==> src/rtl/scc_8lc_decode_ctrl.sv <==
// SCC 8LC decode controller: two-stage elastic pipeline that drives the
// external errorinfo lookup, applies the bit flips it reports, and keeps
// saturating CE/DUE statistics with a threshold alert FSM.
module scc_8lc_decode_ctrl #(
  parameter int unsigned CNT_W     = 16,
  parameter int unsigned CE_THRESH = 256
) (
  input  logic             clk,
  input  logic             rst,
  input  logic             in_valid,
  output logic             in_ready,
  input  logic [71:0]      in_cw,
  input  logic [7:0]       in_syn,
  output logic [7:0]       lk_syn,
  input  logic [2:0]       lk_type,
  input  logic [6:0]       lk_addr,
  output logic             out_valid,
  input  logic             out_ready,
  output logic [63:0]      out_data,
  output logic             out_ce,
  output logic             out_due,
  output logic [2:0]       out_type,
  input  logic             stat_clr,
  output logic [CNT_W-1:0] ce_cnt,
  output logic [CNT_W-1:0] due_cnt,
  output logic             alert
);

  localparam int unsigned CW_W   = 72;
  localparam int unsigned DATA_W = 64;
  localparam int unsigned SYN_W  = 8;
  localparam int unsigned POS_W  = 8;
  localparam logic [POS_W-1:0] MAX_POS = POS_W'(CW_W - 1);
  localparam logic [CNT_W-1:0] CNT_MAX = '1;
  localparam logic [CNT_W-1:0] CE_LIM  = CNT_W'(CE_THRESH);

  localparam logic [2:0] T_NONE = 3'b000;
  localparam logic [2:0] T_SE   = 3'b001;
  localparam logic [2:0] T_DAE  = 3'b010;
  localparam logic [2:0] T_DE   = 3'b011;
  localparam logic [2:0] T_TE   = 3'b100;
  localparam logic [2:0] T_DUE  = 3'b111;

  typedef enum logic [0:0] {
    ST_NORMAL = 1'b0,
    ST_ALERT  = 1'b1
  } state_t;

  typedef struct packed {
    logic [DATA_W-1:0] data;
    logic              ce;
    logic              due;
    logic [2:0]        typ;
  } res_t;

  // pipeline registers
  logic              r_s1_valid;
  logic [CW_W-1:0]   r_s1_cw;
  logic [SYN_W-1:0]  r_s1_syn;
  logic              r_s2_valid;
  res_t              r_s2;

  // statistics / FSM registers
  logic [CNT_W-1:0]  r_ce_cnt;
  logic [CNT_W-1:0]  r_due_cnt;
  state_t            r_state;
  logic              r_alert;

  logic              w_s1_adv;
  logic              w_s2_adv;
  logic [POS_W-1:0]  w_p0;
  logic [POS_W-1:0]  w_p1;
  logic [POS_W-1:0]  w_p2;
  logic              w_use0;
  logic              w_use1;
  logic              w_use2;
  logic              w_defined;
  logic              w_oob;
  logic [CW_W-1:0]   w_mask;
  logic [CW_W-1:0]   w_corr;
  res_t              w_res;
  logic              w_unused_chk;
  logic              w_deliver;
  logic              w_ce_inc;
  logic              w_due_inc;
  logic [CNT_W-1:0]  w_ce_nxt;
  logic [CNT_W-1:0]  w_due_nxt;
  state_t            w_state_nxt;

  // Elastic handshake: a stage may load when it is empty or its content leaves.
  assign w_s2_adv = !r_s2_valid || out_ready;
  assign w_s1_adv = !r_s1_valid || w_s2_adv;
  assign in_ready = w_s1_adv;
  assign lk_syn   = r_s1_syn;

  // Stage 1: capture codeword and syndrome on accept.
  always_ff @(posedge clk) begin
    if (rst) begin
      r_s1_valid <= 1'b0;
      r_s1_cw    <= '0;
      r_s1_syn   <= '0;
    end else if (w_s1_adv) begin
      r_s1_valid <= in_valid;
      if (in_valid) begin
        r_s1_cw  <= in_cw;
        r_s1_syn <= in_syn;
      end
    end
  end

  // Decode the lookup result into a flip mask and CE/DUE status.
  always_comb begin
    w_p0      = {1'b0, lk_addr};
    w_p1      = w_p0 + POS_W'(1);
    w_p2      = w_p0 + POS_W'(2);
    w_use0    = 1'b0;
    w_use1    = 1'b0;
    w_use2    = 1'b0;
    w_defined = 1'b1;
    w_mask    = '0;
    w_res     = '0;
    case (lk_type)
      T_NONE: ;
      T_SE:   w_use0 = 1'b1;
      T_DAE:  begin w_use0 = 1'b1; w_use1 = 1'b1; end
      T_DE:   begin w_use0 = 1'b1; w_use2 = 1'b1; end
      T_TE:   begin w_use0 = 1'b1; w_use1 = 1'b1; w_use2 = 1'b1; end
      default: w_defined = 1'b0;
    endcase
    // a position past the codeword means the lookup is inconsistent: refuse to flip
    w_oob = (w_use0 && (w_p0 > MAX_POS)) ||
            (w_use1 && (w_p1 > MAX_POS)) ||
            (w_use2 && (w_p2 > MAX_POS));
    if (!w_defined || w_oob) begin
      // out_type reports DUE for anything the controller declined to correct
      w_res.due = 1'b1;
      w_res.typ = T_DUE;
    end else begin
      if (w_use0) w_mask = w_mask | (CW_W'(1) << w_p0);
      if (w_use1) w_mask = w_mask | (CW_W'(1) << w_p1);
      if (w_use2) w_mask = w_mask | (CW_W'(1) << w_p2);
      w_res.ce  = w_use0;
      w_res.typ = lk_type;
    end
    w_corr     = r_s1_cw ^ w_mask;
    w_res.data = w_corr[DATA_W-1:0];
  end

  // corrected check bits are not part of the delivered data
  assign w_unused_chk = ^w_corr[CW_W-1:DATA_W];

  // Stage 2: register corrected word and status; hold while stalled.
  always_ff @(posedge clk) begin
    if (rst) begin
      r_s2_valid <= 1'b0;
      r_s2       <= '0;
    end else if (w_s2_adv) begin
      r_s2_valid <= r_s1_valid;
      if (r_s1_valid) r_s2 <= w_res;
    end
  end

  assign out_valid = r_s2_valid;
  assign out_data  = r_s2.data;
  assign out_ce    = r_s2.ce;
  assign out_due   = r_s2.due;
  assign out_type  = r_s2.typ;

  assign w_deliver = r_s2_valid && out_ready;
  assign w_ce_inc  = w_deliver && r_s2.ce;
  assign w_due_inc = w_deliver && r_s2.due;

  // Saturating counter next values; clear wins over a same-cycle increment.
  always_comb begin
    w_ce_nxt  = r_ce_cnt;
    w_due_nxt = r_due_cnt;
    if (stat_clr) begin
      w_ce_nxt  = '0;
      w_due_nxt = '0;
    end else begin
      if (w_ce_inc && (r_ce_cnt != CNT_MAX))   w_ce_nxt  = r_ce_cnt + CNT_W'(1);
      if (w_due_inc && (r_due_cnt != CNT_MAX)) w_due_nxt = r_due_cnt + CNT_W'(1);
    end
  end

  // Alert FSM next state: enter on CE threshold or any delivered DUE.
  always_comb begin
    w_state_nxt = r_state;
    case (r_state)
      ST_NORMAL: if ((w_ce_inc && (w_ce_nxt >= CE_LIM)) || w_due_inc) w_state_nxt = ST_ALERT;
      ST_ALERT:  w_state_nxt = ST_ALERT;
      default:   w_state_nxt = ST_NORMAL;
    endcase
    if (stat_clr) w_state_nxt = ST_NORMAL;
  end

  // Statistics and FSM state registers.
  always_ff @(posedge clk) begin
    if (rst) begin
      r_ce_cnt  <= '0;
      r_due_cnt <= '0;
      r_state   <= ST_NORMAL;
      r_alert   <= 1'b0;
    end else begin
      r_ce_cnt  <= w_ce_nxt;
      r_due_cnt <= w_due_nxt;
      r_state   <= w_state_nxt;
      r_alert   <= (w_state_nxt == ST_ALERT);
    end
  end

  assign ce_cnt  = r_ce_cnt;
  assign due_cnt = r_due_cnt;
  assign alert   = r_alert;

endmodule

==> config.mk <==
export PLATFORM = sky130hd
export DESIGN_NAME = scc_8lc_decode_ctrl
export DESIGN_NICKNAME = d
export VERILOG_FILES = /design/src/rtl/scc_8lc_decode_ctrl.sv
export SDC_FILE = /design/constraint.sdc
export NUM_CORES = 1
export LEC_CHECK = 0
export ABC_AREA = 1
export BUFFER_PORTS_ARGS = -buffer_cell sky130_fd_sc_hd__buf_2
export CORE_MARGIN = 4
export CORE_UTILIZATION = 60
export DETAILED_ROUTE_END_ITERATION = 16
export MAX_ROUTING_LAYER = met4
export PLACE_DENSITY = 0.93
export SYNTH_ARGS = -nofsm -noshare
export SYNTH_HDL_FRONTEND = slang
export SYNTH_SLANG_ARGS = --single-unit
==> constraint.sdc <==
create_clock -name clk -period 6.5 [get_ports clk]
set_input_delay 1.3 -clock clk [delete_from_list [all_inputs] [get_ports clk]]
set_output_delay 1.3 -clock clk [all_outputs]
set_load 0.05 [all_outputs]
-- After elaboration in Yosys (flattened, before gate mapping)
Index checks and enable logic that the tools add are counted.
- register bits: 176
- input bits: 95
- output and inout bits: 112
- word-level logic and storage cells: 75
- $add $sub $neg: 4
- order comparisons: 4
- eq/ne operators: 6
- shifts and indexed selects: 3
- mux-type cells: 17
- bitwise logic cells: 4
- reduce and logical (&&, ||, !) cells: 26
- operators with widths (operator ; number):
    2-to-1 mux 64 bit ; 6
    OR 64 bit ; 2
    << shifter 1 x 8 -> 64 bit, first input constant ; 2
    << shifter 1 x 7 -> 64 bit, first input constant ; 1
    XOR 64 bit ; 1
    adder 16 x 1 -> 16 bit, second input constant ; 2
    2-to-1 mux 16 bit ; 2
    != test 16 bit, second input constant ; 2
    greater-or-equal comparator 16 x 9 -> 1 bit, second input constant ; 1
    greater-than comparator 8 x 7 -> 1 bit, second input constant ; 2
    logical AND 1 bit ; 9
    adder 7 x 1 -> 8 bit, second input constant ; 1
    adder 7 x 2 -> 8 bit, second input constant ; 1
    greater-than comparator 7 bit, second input constant ; 1
    2-to-1 mux 1 bit ; 7
    == test 3 x 2 -> 1 bit, second input constant ; 2
    logical OR 1 bit ; 6
    OR reduction 2 bit ; 3
    OR reduction 5 bit ; 1
    AND reduction 2 bit ; 2
    OR reduction 4 bit ; 1
    == test 3 x 1 -> 1 bit, second input constant ; 1
    == test 3 bit, second input constant ; 1
    logical NOT 1 bit ; 3
    4 further kinds ; 4

-- Longest topological paths before layout
- word-level depth: 15
- mapped depth: 18

-- Least setup slack after synthesis
No wires, ideal clock.
- kind: input to output
- from: input port out_ready
- to: output port in_ready
- arrival time: 1.760 ns
- data required time: 5.200 ns
- path slack: 3.440 ns
- stages on the path: 2
- cells stage by stage: inv_1 nand3_1
- word-level cells in the longest chain between the ends: 2
- ends and longest elaborated chain (item ; line ; text):
    start: declaration ; 18 ; input logic out_ready,
    logical OR 1 bit ; 91 ; assign w_s2_adv = !r_s2_valid || out_ready;
    logical OR 1 bit ; 92 ; assign w_s1_adv = !r_s1_valid || w_s2_adv;
    end: declaration ; 11 ; output logic in_ready,
Every way passes these cells.

-- Final worst setup path
- from: input port lk_addr[0]
- to: register r_s2, in the netlist out_data[1]
- word-level cells in the longest chain between the ends: 10
- ends and longest elaborated chain (item ; line ; text):
    start: declaration ; 16 ; input logic [6:0] lk_addr,
    parallel branches: the longest is 8 deep, another holds adder 7 x 1 -> 8 bit ; -- ;
    2-to-1 mux 64 bit (*) ; 134 ; if (!w_defined || w_oob) begin
    XOR 64 bit (*) ; 145 ; w_corr = r_s1_cw ^ w_mask;
    end signal: assignment ; 159 ; if (r_s1_valid) r_s2 <= w_res;
    end: declaration ; 61 ; res_t r_s2;
Mark *: on every way between the ends. The select of a mux whose other input is x is not followed.
A chain may end at the register's enable or synchronous reset.

==> flow_summary.ini <==
[status]
status = finished clean

[floorplan]
initial_core_util = 0.6163
coreArea_um2 = 16700
rows = 47
ios = 207
die_h_um = 139.0
die_w_um = 139.0
dieArea_um2 = 19320

[grt]
grt_antenna_before_repair = 0
grt_max_degree = 87
overflow = 0
grt_pass1_wl_um = 52110
grt_usage = 0.3324
grt_pass1_vias = 10640

[setup_path]
ff2ff_path_depth = 6
cp.required_ps = 6830
r2r_slack_ps = 3940
critPathLaunch = lk_addr[0]
worstSetupPathType = input pin to flop
cp.arrival_ps = 4030
worst-path-max-fanout = 28
start_kind = input pin
crit_path_end_kind = flop
reg2reg_from = out_valid$_SDFFE_PP0P_

[cts]
cts_resized = 0
cts_hold_buf = 0
cts_root_buffer = clkbuf_16
cts_made_buffers = 17
cts_setup_buffers = 0
cts_tree = built
cts.htree.levels = 4
cts_buffer_depth = 2
cts.sink_count = 176
clk_latency_ps = 430
clk_pin_slew_worst_paths_ps = 70

[min_path]
hold_class = flop to flop
min_path_cells = 2
hp-start = r_s1_cw[25]$_SDFFE_PP0P_

[drt]
drt-initial-drc-count = 1002
vias = 11770
via_per_inst = 5.673
drtPass1Iterations = 6
drtAntennaViolNets = 0
wl_um = 32510
routedWlPerCell_um = 15.67
drc = 0

[sta]
tightest_slew_ps = 1133
fin_ws_ps = 2806
hold_violations = 0
setup_violations = 0
fin_worst_skew_ps = 7.603
fin_crit_ps = 3694
fin_crit_sh = 0.5683
whs_ps = 467.4
rsz0062_at_grt = no
fin_tns_setup_ps = 0
slew_viol_final = 0
fmax_mhz = 270.7
slew_headroom = 0.2436

[placed_design]
dp_hpwl_um = 23110
dpl_cell_area_um2 = 11200
port_buffers = 198
post-place-ws_ps = 2473
place.gp.congestion = 1.037
dp.cells = 2044

[pwr]
finalPower_mw = 2.681
p_leak_nw = 5.636
ir_drop_mv = 0.1882
powerDensity_nw_per_um2 = 227.7

[final_layout]
syn2layout_area_growth_pct = 14.38
multi_input_area_um2 = 5613
finish.utilization = 0.7050
fin_area_um2 = 11770
drive_gt1_frac = 0.1397
area.sequential_um2 = 3523
nets = 1947
fillers = 1411
diodes = 0
finalNonFillerCells = 2074

[synthesis]
syn_area_per_cell_um2 = 6.034
synth_edf_count = 0
synth_cell_types = 37
synthCells = 1706
postSynthRegisterBits = 176
netlist_area_um2 = 10290
ys_warn_count = 0
synth_ff_type = dfxtp_1
syn-num-nets = 1810
async_reset_ff_frac = 0
ys_seq_area_frac = 0.3423

[flow_run]
maxCapViolCount = 0
placed cells by master, fill, tap and decap left out, types with 2 or more instances in the layout:
cell	n
nor2_4	2
nand2_4	2
inv_2	4
o211ai_1	28
dfxtp_1	176
nand2_1	419
xnor2_1	3
nand2_2	8
clkbuf_8	3
a21oi_1	87
clkinv_2	2
buf_2	198
xor2_1	4
nand3_1	126
and2_1	2
ha_1	9
o21ai_0	143
nand3_4	2
nor2_2	6
buf_4	4
clkbuf_16	17
nand4_1	30
clkinv_4	4
nor2_1	315
o21ai_1	13
nor3_1	26
inv_1	198
a31o_1	2
a211oi_1	4
nor4_1	4
inv_8	2
metal layers:
layer | vias to the layer above | track usage | routed length [µm]
li1 | 5716 | - | -
met1 | 5292 | 0.4124 | 13060
met2 | 640 | 0.5180 | 14540
met3 | 118 | 0.05793 | 3126
met4 | 0 | 0.1766 | 1773
met5 | - | - | 0
kinds of logic after synthesis:
logic type	Yosys count	synth area share
buf+inv	288	0.1132
compound gates	280	0.1457
xor+xnor	7	0.005956
simple gates	946	0.3819
fa+ha+maj	9	0.01094
flops	176	0.3423
area by class of cell:
cell class | count | share of cell area
Clock buffer | 21 | 0.03996
Clock inverter | 9 | 0.008608
Inverter | 204 | 0.06536
Multi-Input combinational cell | 1242 | 0.4767
Sequential cell | 176 | 0.2993
Tap cell | 220 | 0.02338
Timing Repair Buffer | 202 | 0.08672
synthesized netlist by cell type (5+ instances only):
cell type	count	share of area
nor2_1	315	0.11
o211ai_1	28	0.020
nor3_1	26	0.013
o21ai_0	143	0.070
buf_1	10	0.0036
a21oi_1	87	0.042
dfxtp_1	176	0.34
inv_1	200	0.073
nand3_1	126	0.061
buf_4	6	0.0044
buf_6	5	0.0055
nand2_2	8	0.0049
buf_2	17	0.0083
o21ai_1	13	0.0063
nor2_2	6	0.0036
clkbuf_1	46	0.017
nand2_1	420	0.15
nand4_1	30	0.018
ha_1	9	0.011
state kept, by name, indices dropped and copies added (netlist names):
register / count
out_data: 64
r_s1_cw: 64
ce_cnt: 16
due_cnt: 16
lk_syn: 8
out_type: 3
alert: 1
out_ce: 1
out_due: 1
out_valid: 1
r_s1_valid: 1
worst max-delay path, cell delays in order:
cell and delay, ps:
buf_2 270, ha_1 430, nand3_1 150, nand2_1 80, nand2_1 340, nor2_2 250
nand2_1 80, nand2_1 60, nand2_1 50, nand2_2 70, nand3_4 230, inv_4 320
nand2_1 100, nand2_1 70, nand3_1 60, nand2_1 90, inv_1 40
power by group:
group          internal (mW)  total, mW  switching [mW]
registers               1.14       1.17          0.0309
logic                  0.123      0.500           0.377
clock network          0.563       1.01           0.446
total                   1.83       2.68           0.854
worst paths after layout:
| kind | endpoint |
|---|---|
| worst min-delay path | r_s1_cw[25]$_SDFFE_PP0P_ |
| worst max register to register | out_data[38]$_SDFFE_PP0P_ |
| worst min register to register | r_s1_cw[25]$_SDFFE_PP0P_ |
| worst max-delay path | out_data[1]$_SDFFE_PP0P_ |
Note: power is estimated with default switching activity, not from simulation.
